[config.mk]
export PLATFORM = sky130hd
export DESIGN_NAME = cpu_control_unit_flat
export DESIGN_NICKNAME = d
export VERILOG_FILES = /design/src/rtl/cpu_control_unit_if.sv /design/src/rtl/cpu_control_unit.sv /design/src/flat_wrapper.sv
export SDC_FILE = /design/constraint.sdc
export NUM_CORES = 1
export LEC_CHECK = 0
export BUFFER_PORTS_ARGS = -buffer_cell sky130_fd_sc_hd__buf_2
export CAP_MARGIN = 20
export CELL_PAD_IN_SITES_DETAIL_PLACEMENT = 1
export CELL_PAD_IN_SITES_GLOBAL_PLACEMENT = 1
export CORE_MARGIN = 2
export CORE_UTILIZATION = 30
export DETAILED_ROUTE_END_ITERATION = 8
export PLACE_DENSITY = 0.63
export SYNTH_ARGS = -nofsm -noshare
export SYNTH_HDL_FRONTEND = slang
export SYNTH_SLANG_ARGS = --single-unit
export TNS_END_PERCENT = 5
[constraint.sdc]
create_clock -name clk -period 1.85 [get_ports clk]
set_input_delay 0.2775 -clock clk [delete_from_list [all_inputs] [get_ports clk]]
set_output_delay 0.2775 -clock clk [all_outputs]
set_load 0.005 [all_outputs]
[src/rtl/cpu_control_unit_if.sv]
`default_nettype none
// ============================================================================
// cpu_control_unit_if : fetch, register-file and ALU bus of the control unit
// Revision 1.0 - initial release
// ============================================================================
interface cpu_control_unit_if #(
   parameter int PC_W = 8
);
   logic [PC_W-1:0] pc_out;
   logic            ir_en;
   logic [15:0]     ir_data;
   logic [2:0]      rf_addr;
   logic            rf_rd;
   logic            rf_wr;
   logic [7:0]      rf_din;
   logic [7:0]      rf_dout;
   logic [2:0]      alu_op;
   logic [7:0]      alu_a;
   logic [7:0]      alu_b;
   logic [7:0]      alu_out;
   logic            alu_cy;
   logic            alu_zero;
   logic            instr_done;
   logic            halted;

   modport master (
      output pc_out, ir_en, rf_addr, rf_rd, rf_wr, rf_din,
             alu_op, alu_a, alu_b, instr_done, halted,
      input  ir_data, rf_dout, alu_out, alu_cy, alu_zero
   );

   modport slave (
      input  pc_out, ir_en, rf_addr, rf_rd, rf_wr, rf_din,
             alu_op, alu_a, alu_b, instr_done, halted,
      output ir_data, rf_dout, alu_out, alu_cy, alu_zero
   );
endinterface
`default_nettype wire

[src/rtl/cpu_control_unit.sv]
`default_nettype none
// ============================================================================
// cpu_control_unit : fetch/decode/execute sequencer for the 8-bit processor
// Revision 1.0 - initial release
// ============================================================================
module cpu_control_unit #(
   parameter int         PC_W      = 8,
   parameter logic [2:0] FLAG_ADDR = 3'b111
) (
   input logic                clk,
   input logic                rst_n,
   cpu_control_unit_if.master bus
);
   localparam logic [3:0] c_op_inv  = 4'b0101;
   localparam logic [3:0] c_op_load = 4'b1000;
   localparam logic [3:0] c_op_jz   = 4'b1001;
   localparam logic [3:0] c_op_hlt  = 4'b1100;
   localparam logic [3:0] c_op_jc   = 4'b1101;
   localparam logic [3:0] c_op_jnz  = 4'b1110;
   localparam logic [3:0] c_op_jmp  = 4'b1111;
   localparam logic [2:0] c_alu_add = 3'b000;
   localparam logic [2:0] c_alu_sub = 3'b001;
   localparam logic [2:0] c_alu_inv = 3'b101;

   typedef enum logic [2:0] {
      ST_FETCH, ST_RD_A, ST_RD_B, ST_EXEC, ST_WB, ST_WF, ST_BR, ST_HALT
   } state_t;

   state_t          r_state;
   logic [PC_W-1:0] r_pc;
   logic [3:0]      r_op;
   logic [1:0]      r_rd;
   logic [7:0]      r_imm;
   logic [7:0]      r_a;
   logic [7:0]      r_b;
   logic            r_cy;
   logic            r_z;

   logic [3:0]      w_f_op;
   logic [1:0]      w_f_rd;
   logic [7:0]      w_f_imm;
   logic [PC_W-1:0] w_pc_inc;
   logic            w_taken;
   logic [1:0]      w_unused_ir;

   function automatic logic is_nop(input logic [3:0] op);
      return op[3:1] == 3'b011;
   endfunction

   function automatic logic is_incdec(input logic [3:0] op);
      return op[3:1] == 3'b101;
   endfunction

   function automatic logic is_cbr(input logic [3:0] op);
      return (op == c_op_jnz) || (op == c_op_jc) || (op == c_op_jz);
   endfunction

   // First-operand address: the flags register for JC/JZ, rd for INC/DEC/JNZ.
   function automatic logic [2:0] rd_a_addr(input logic [3:0] op, input logic [1:0] rd,
                                            input logic [1:0] rs1);
      if (op == c_op_jc || op == c_op_jz)      return FLAG_ADDR;
      else if (is_incdec(op) || op == c_op_jnz) return {1'b0, rd};
      else                                     return {1'b0, rs1};
   endfunction

   assign w_f_op      = bus.ir_data[15:12];
   assign w_f_rd      = bus.ir_data[9:8];
   assign w_f_imm     = bus.ir_data[7:0];
   assign w_unused_ir = bus.ir_data[11:10];
   assign w_pc_inc    = r_pc + PC_W'(1);
   assign bus.alu_a   = r_a;
   assign bus.alu_b   = r_b;

   always_comb begin
      w_taken = 1'b0;
      case (r_op)
         c_op_jmp: w_taken = 1'b1;
         c_op_jnz: w_taken = (r_a != 8'h00);
         c_op_jc:  w_taken = r_a[7];
         c_op_jz:  w_taken = r_a[6];
         default:  w_taken = 1'b0;
      endcase
   end

   // Outputs are registered: each transition loads the output values of the
   // state being entered, so async reset clears rf_wr immediately.
   always_ff @(posedge clk or negedge rst_n) begin
      if (!rst_n) begin
         r_state        <= ST_FETCH;
         r_pc           <= '0;
         r_op           <= '0;
         r_rd           <= '0;
         r_imm          <= '0;
         r_a            <= '0;
         r_b            <= '0;
         r_cy           <= 1'b0;
         r_z            <= 1'b0;
         bus.pc_out     <= '0;
         bus.ir_en      <= 1'b0;
         bus.rf_addr    <= '0;
         bus.rf_rd      <= 1'b0;
         bus.rf_wr      <= 1'b0;
         bus.rf_din     <= '0;
         bus.alu_op     <= '0;
         bus.instr_done <= 1'b0;
         bus.halted     <= 1'b0;
      end else begin
         bus.pc_out     <= '0;
         bus.ir_en      <= 1'b0;
         bus.rf_addr    <= '0;
         bus.rf_rd      <= 1'b0;
         bus.rf_wr      <= 1'b0;
         bus.rf_din     <= '0;
         bus.alu_op     <= '0;
         bus.instr_done <= 1'b0;
         unique case (r_state)
            ST_FETCH: begin
               r_op  <= w_f_op;
               r_rd  <= w_f_rd;
               r_imm <= w_f_imm;
               if (w_f_op == c_op_load) begin
                  r_state        <= ST_WB;
                  bus.rf_wr      <= 1'b1;
                  bus.rf_addr    <= {1'b0, w_f_rd};
                  bus.rf_din     <= w_f_imm;
                  bus.instr_done <= 1'b1;
               end else if (is_nop(w_f_op) || w_f_op == c_op_jmp) begin
                  r_state        <= ST_BR;
                  bus.instr_done <= 1'b1;
               end else if (w_f_op == c_op_hlt) begin
                  r_state        <= ST_HALT;
                  bus.halted     <= 1'b1;
                  bus.instr_done <= 1'b1;
               end else begin
                  r_state     <= ST_RD_A;
                  bus.rf_rd   <= 1'b1;
                  bus.rf_addr <= rd_a_addr(w_f_op, w_f_rd, w_f_imm[5:4]);
               end
            end
            ST_RD_A: begin
               r_a <= bus.rf_dout;
               if (is_incdec(r_op)) begin
                  r_b        <= 8'd1;
                  r_state    <= ST_EXEC;
                  bus.alu_op <= r_op[0] ? c_alu_sub : c_alu_add;
               end else if (r_op == c_op_inv) begin
                  r_b        <= 8'd0;
                  r_state    <= ST_EXEC;
                  bus.alu_op <= c_alu_inv;
               end else if (is_cbr(r_op)) begin
                  r_state        <= ST_BR;
                  bus.instr_done <= 1'b1;
               end else begin
                  r_state     <= ST_RD_B;
                  bus.rf_rd   <= 1'b1;
                  bus.rf_addr <= {1'b0, r_imm[1:0]};
               end
            end
            ST_RD_B: begin
               r_b        <= bus.rf_dout;
               r_state    <= ST_EXEC;
               bus.alu_op <= r_op[2:0];
            end
            ST_EXEC: begin
               r_cy        <= bus.alu_cy;
               r_z         <= bus.alu_zero;
               r_state     <= ST_WB;
               bus.rf_wr   <= 1'b1;
               bus.rf_addr <= {1'b0, r_rd};
               bus.rf_din  <= bus.alu_out;
            end
            ST_WB: begin
               if (r_op == c_op_load) begin
                  r_pc       <= w_pc_inc;
                  r_state    <= ST_FETCH;
                  bus.ir_en  <= 1'b1;
                  bus.pc_out <= w_pc_inc;
               end else begin
                  r_state        <= ST_WF;
                  bus.rf_wr      <= 1'b1;
                  bus.rf_addr    <= FLAG_ADDR;
                  bus.rf_din     <= {r_cy, r_z, 6'b0};
                  bus.instr_done <= 1'b1;
               end
            end
            ST_WF: begin
               r_pc       <= w_pc_inc;
               r_state    <= ST_FETCH;
               bus.ir_en  <= 1'b1;
               bus.pc_out <= w_pc_inc;
            end
            ST_BR: begin
               r_pc       <= w_taken ? PC_W'(r_imm) : w_pc_inc;
               r_state    <= ST_FETCH;
               bus.ir_en  <= 1'b1;
               bus.pc_out <= w_taken ? PC_W'(r_imm) : w_pc_inc;
            end
            ST_HALT: begin
               bus.halted <= 1'b1;
            end
            default: r_state <= ST_FETCH;
         endcase
      end
   end
endmodule
`default_nettype wire

[src/flat_wrapper.sv]
// flat-port wrapper written by rule: the top's interface ports become plain ports
module cpu_control_unit_flat 
#(
   parameter int         PC_W      = 8,
   parameter logic [2:0] FLAG_ADDR = 3'b111
)
  (clk, rst_n, bus_pc_out, bus_ir_en, bus_rf_addr, bus_rf_rd, bus_rf_wr, bus_rf_din, bus_alu_op, bus_alu_a, bus_alu_b, bus_instr_done, bus_halted, bus_ir_data, bus_rf_dout, bus_alu_out, bus_alu_cy, bus_alu_zero);
  cpu_control_unit_if #(.PC_W(PC_W)) bus_i ();
  input logic clk;
  input logic rst_n;
  output wire logic [$bits(bus_i.pc_out)-1:0] bus_pc_out;
  output wire logic [$bits(bus_i.ir_en)-1:0] bus_ir_en;
  output wire logic [$bits(bus_i.rf_addr)-1:0] bus_rf_addr;
  output wire logic [$bits(bus_i.rf_rd)-1:0] bus_rf_rd;
  output wire logic [$bits(bus_i.rf_wr)-1:0] bus_rf_wr;
  output wire logic [$bits(bus_i.rf_din)-1:0] bus_rf_din;
  output wire logic [$bits(bus_i.alu_op)-1:0] bus_alu_op;
  output wire logic [$bits(bus_i.alu_a)-1:0] bus_alu_a;
  output wire logic [$bits(bus_i.alu_b)-1:0] bus_alu_b;
  output wire logic [$bits(bus_i.instr_done)-1:0] bus_instr_done;
  output wire logic [$bits(bus_i.halted)-1:0] bus_halted;
  input wire logic [$bits(bus_i.ir_data)-1:0] bus_ir_data;
  input wire logic [$bits(bus_i.rf_dout)-1:0] bus_rf_dout;
  input wire logic [$bits(bus_i.alu_out)-1:0] bus_alu_out;
  input wire logic [$bits(bus_i.alu_cy)-1:0] bus_alu_cy;
  input wire logic [$bits(bus_i.alu_zero)-1:0] bus_alu_zero;
  assign bus_pc_out = bus_i.pc_out;
  assign bus_ir_en = bus_i.ir_en;
  assign bus_rf_addr = bus_i.rf_addr;
  assign bus_rf_rd = bus_i.rf_rd;
  assign bus_rf_wr = bus_i.rf_wr;
  assign bus_rf_din = bus_i.rf_din;
  assign bus_alu_op = bus_i.alu_op;
  assign bus_alu_a = bus_i.alu_a;
  assign bus_alu_b = bus_i.alu_b;
  assign bus_instr_done = bus_i.instr_done;
  assign bus_halted = bus_i.halted;
  assign bus_i.ir_data = bus_ir_data;
  assign bus_i.rf_dout = bus_rf_dout;
  assign bus_i.alu_out = bus_alu_out;
  assign bus_i.alu_cy = bus_alu_cy;
  assign bus_i.alu_zero = bus_alu_zero;
  cpu_control_unit #(.PC_W(PC_W), .FLAG_ADDR(FLAG_ADDR)) u_core (.clk(clk), .rst_n(rst_n), .bus(bus_i));
endmodule
[Yosys cells after proc, flatten, opt, wreduce, memory -nomap -nowiden]
Cells that the tools add are included.
Storage, ports and cells
  register bits: 70
  latch bits: 0
  memory bits (writable): 0
  ROM bits: 0
  bits of input ports: 36
  output and inout port bits: 43
  logic and storage cells: 118
  memories kept: 0
Cells by class
  $add $sub $neg: 1
  multipliers: 0
  divide/modulo/power cells: 0
  order comparisons: 0
  eq/ne operators: 27
  shift-type cells: 0
  mux-type cells: 57
  bitwise gates (word level): 0
  reduce and logical (&&, ||, !) cells: 15
Operator list (count)
  $pmux 8 s3: 3
  $mux 8: 7
  $mux 3: 16
  $eq 4x4->1 const B: 11
  $mux 1: 19
  $eq 3x3->1 const B: 6
  $pmux 3 s6: 1
  $pmux 8 s2: 1
  $pmux 3 s4: 1
  $eq 3x2->1 const B: 3
  $add 8x1->8 const B: 1
  $reduce_bool 8->1: 1
  $pmux 1 s2: 3
  $pmux 1 s3: 2
  $pmux 3 s2: 1
  $reduce_bool 6->1: 1
  $logic_or 1x1->1: 5
  $eq 4x3->1 const B: 1
  $mux 2: 2
  $ne 2x1->1 const B: 2
  $ne 2x2->1 const B: 2
  $pmux 1 s4: 1
  $reduce_and 2->1: 2
  $reduce_and 4->1: 1
  6 further kinds: 7

[Logic depth before layout (Yosys ltp)]
  depth in word-level cells: 8
  gate-level depth with buffers: 8
  mapped depth without buffers: 6

[Worst setup path before layout]
Ideal clock, no wire load.
  path kind: reg2reg
  start point: register u_core.r_a[3] (netlist: u_core.bus.alu_a[3])
  end point: register u_core.r_pc[6]
  library setup time: 0.126 ns
  arrival: 1.810 ns
  data required time: 1.724 ns
  path slack: -0.086 ns
  stages on the path, launching flop included: 6
  buffers on the path: 1
  period minus slack after synthesis: 1.936 ns
  path through: dfrtp_1 -> or4_4 -> o41ai_4 -> a211oi_2 -> buf_6 -> a221o_1
Between the ends
  word-level cells in the longest chain between the ends: 4
RTL lines
  start, declared: RTL line cpu_control_unit.sv:34  | logic [7:0] r_a;
  start signal, assigned: RTL line cpu_control_unit.sv:141  | r_a <= bus.rf_dout;
  $reduce_bool 8->1: RTL line cpu_control_unit.sv:78  | c_op_jnz: w_taken = (r_a != 8'h00);
  $pmux 1 s4: RTL line cpu_control_unit.sv:76  | case (r_op)
  $mux 8: RTL line cpu_control_unit.sv:193  | r_pc <= w_taken ? PC_W'(r_imm) : w_pc_inc;
  $pmux 8 s3: RTL line cpu_control_unit.sv:116  | unique case (r_state)
  end signal, assigned: RTL line cpu_control_unit.sv:174  | r_pc <= w_pc_inc;
  end signal, assigned: RTL line cpu_control_unit.sv:187  | r_pc <= w_pc_inc;
  end signal, assigned: RTL line cpu_control_unit.sv:193
  end, declared: RTL line cpu_control_unit.sv:30  | logic [PC_W-1:0] r_pc;
Every way passes these cells.
A chain may end at the register's enable or synchronous reset.

[Worst setup path in the final report]
  start point: register u_core.r_a[3] (netlist: u_core.bus.alu_a[3])
  end point: register u_core.r_pc[2]
The elaborated chain is that of the path after synthesis.

==> metrics.md <==
| Metric | Value |
|---|---|
| Relative max-transition margin | `approximately 59%` |
| Vias | `about 2700` |
| Routability cong. | `approximately 0.74` |
| Crit-path max FO | `12` |
| Htree depth | `3` |
| Root Driver | `clkbuf_8` |
| Arrival time at the worst endpoint | `2240 ps` |
| Maximum vdd drop | `between 0.0004 and 0.0005 V` |
| Worst Path Buf+Inv | `0` |
| Hold Crit Depth | `3` |
| DR pass1 iterations | `4` |
| Register area share after synthesis | `between 50% and 60%` |
| Latest clock arrival within the worst-skew pair | `about 360 ps` |
| Final Hold Vio Count | `0` |
| Top-count cell post-synth | `nand2_1` |
| Startpoint Class | `register` |
| Crit-path max cell delay | `550 ps` |
| Die X | `107 um` |
| Non-Filler Instances | `around 570` |
| Routed vias/inst | `between 4 and 5` |
| Worst slew pin tran | `615 ps` |
| Main synth FF type | `dfrtp_1` |
| ANT nets after route | `0` |
| Sequential Area | `1750 um2` |
| Initial antenna violation count | `0` |
| DRC Markers | `0` |
| Area contributors post-synth | `dfrtp_1 (55%), nand2_1 (8.6%), o21ai_0 (3.6%)` |
| Setup WS post-layout | `-117 ps` |
| Critical path type | `reg -> reg` |
| Fillers | `around 1200` |
| Largest net degree at the start of global routing | `31` |
| GR Overflow Total | `0` |
| Cell taking the most area after synthesis | `dfrtp_1` |
| Number of synthesized flops with an enable pin | `0` |
| Cell Count Post-Placement | `550` |
| CP Depth | `5` |
| RSZ-0062 raised after global routing | `yes` |
| Core Area | `approximately 10000 um2` |
| Drt wl/cell | `15.5 um` |
| FF+latch count, synth | `70` |
| Status | `complete, but fails checks` |
| Antenna diodes | `0` |
| Syn Nets | `between 300 and 400` |
| WHS | `roughly 110 ps` |
| Worst hold start | `bus_alu_zero` |
| Max Slew Vio Count | `0` |
| Post-DP HPWL | `6350 um` |
| Initial DRC count | `74` |
| Area delta synth->final | `31.9%` |
| I/O pin count | `between 70 and 80` |
| Final worst path period need | `1970 ps` |
| Vias in the first global route | `just under 3000` |
| Synth Cell Area | `roughly 3200 um2` |
| Crit path max-delay family | `simple AND/OR/NAND/NOR gates` |
| Final setup fails | `11` |
| Worst-path cell chain | `or4_4 > o41ai_4 > a211oi_4 > or3b_1 > o211ai_1` |
| Power Density | `~1600 nW/um2` |
| FMAX | `approximately 500 MHz` |
| Crit-path slowest cell | `or4_4` |
| Layout Skew | `8.39 ps` |
| Final wirelength | `8790 um` |
| Failing checks | `negative setup slack` |
| Clock Tree Buf Depth | `2` |
| TritonCTS clock tree | `done` |
| Share of post-route cells with drive strength above 1 | `between 30% and 40%` |
| P_leak | `roughly 2.1 nW` |
| Cell Rows | `37` |
| CP startpoint | `u_core.bus.alu_a[3]` |
| Maxcap violations | `0` |
| Synthesized instance count | `319` |
| IO buf count | `76` |
| Nets | `between 400 and 500` |
| Share of the synthesized area in the top cell type | `a little under three fifths` |
| Worst hold path class | `in -> reg` |
| R2R Setup Slk | `-120 ps` |
| Final period utilization | `106%` |
| Required time of the critical path | `around 2100 ps` |
| DIE HEIGHT | `~110 um` |
| Crit end category | `register` |
| Clock sink count | `70` |
| Initial Utilization | `30.9%` |
| Reg2reg start | `u_core.bus.alu_a[3]` |
| Asr flop ratio synth | `between 90% and 100%` |
| Num CTS Buffers | `9` |
| Synth unique cells | `slightly above 40` |
| Synthesis Warnings | `0` |
| Synth cell count leaders | `nand2_1 (73), dfrtp_1 (70), o21ai_0 (23)` |
| GRT Total Usage | `between 10% and 20%` |
| FF-to-FF path depth | `5` |
| Multi-input gate area | `about 1400 um2` |
| Die ar. | `between 10000 and 15000 um2` |
| Global-route wire length before repair | `roughly 15000 um` |
| Clk pin slew, worst setup/hold paths | `80 ps` |
| Synth Area per Inst | `a little under 10 um2` |
-- cell usage in the layout, fill, tap and decap left out, drive strengths merged, types with 3 or more instances in the layout --
cell	n
a221o	5
o211ai	7
a22o	8
nand2b	3
or3	4
o21ai	23
nor3b	3
mux2	8
xnor2	3
nor2b	6
buf	114
nor3	6
xor2	3
mux2i	3
inv	7
a22oi	3
a32o	6
nand2	73
dfrtp	70
and2	5
clkbuf	11
nand3	6
nor2	18
a21oi	13
-- through the flow --
step / worst slack (ps) / total power (W) / cell area [um2] / util, % / TNS, ps
4_1_cts: -128 / 0.00693 / 4160 / 40.5 / -1030
3_3_place_gp: -97.2 / 0.00550 / 3940 / 38.4 / -438
3_5_place_dp: -153 / 0.00559 / 3940 / 38.4 / -1060
2_1_floorplan: 6.49 / 0.00422 / 3190 / - / 0
6_report: -117 / 0.00684 / 4180 / 40.7 / -581
5_1_grt: -210 / 0.00741 / 4180 / 40.7 / -2150
-- where the power goes --
group / internal [W] / switching, W / total, W
sequential: 0.00215 / 0.000411 / 0.00256
combinational: 0.00149 / 0.00155 / 0.00305
clock: 0.000648 / 0.000594 / 0.00124
-- worst paths after layout --
path	end
min in group asynchronous	u_core.bus.alu_b[7]
max in group asynchronous	u_core.r_pc[5]
max	u_core.r_pc[2]
min reg2reg	u_core.r_rd[0]
max reg2reg	u_core.r_pc[2]
min	u_core.r_z
-- cell families (layout without fill, tap and decap cells) --
group                    count (synthesis)  after routing  share of synthesized area, %
AND/OR/NAND/NOR                        133            133                          19.4
AO/OA/AOI/OAI                           72             72                          16.1
flip-flops                              70             70                          55.2
buffers and inverters                   26            137                          3.43
multiplexers                            11             11                          3.79
XOR/XNOR                                 6              6                          1.66
adder cells (fa/ha/maj)                  1              1                         0.394
-- worst register-to-register path, delay by kind of cell, from the launching register on --
family | cells | cell delay [ps]
simple gates | 2 | 940
compound gates | 3 | 540
flops | 1 | 400
-- state kept, by name (all words and copies together) (netlist names) --
| name | count |
|---|---|
| u_core.bus.alu_a | 8 |
| u_core.bus.alu_b | 8 |
| u_core.bus.alu_op | 3 |
| u_core.bus.halted | 1 |
| u_core.bus.instr_done | 1 |
| u_core.bus.ir_en | 1 |
| u_core.bus.pc_out | 8 |
| u_core.bus.rf_addr | 3 |
| u_core.bus.rf_din | 8 |
| u_core.bus.rf_rd | 1 |
| u_core.bus.rf_wr | 1 |
| u_core.r_cy | 1 |
| u_core.r_imm | 8 |
| u_core.r_op | 4 |
| u_core.r_pc | 8 |
| u_core.r_rd | 2 |
| u_core.r_state | 3 |
| u_core.r_z | 1 |
-- layout make-up --
type	count	share of cell area, %
Inverter	7	0.628
Multi-Input combinational cell	223	32.5
Sequential cell	70	41.9
Clock buffer	11	3.38
Tap cell	136	4.07
Timing Repair Buffer	115	16.5
Clock inverter	4	1.14
-- layer usage --
layer | GRT usage [%] | share of wire, %
met5 | 0 | 0
met4 | 6.68 | 1.8
met3 | 4.26 | 4.0
met2 | 25.9 | 47
met1 | 22.0 | 47
-- repair_timing --
action / CTS / global route
gates resized for setup: 4 / 6
buffers inserted: 0 / 0
setup endpoints to repair: 13 / 19
hold buffers: 1 / 0
pin swaps: 0 / 1
hold endpoints to repair: 22 / 0
cloned: 0 / 0
Power figures use the tool's default switching activity.
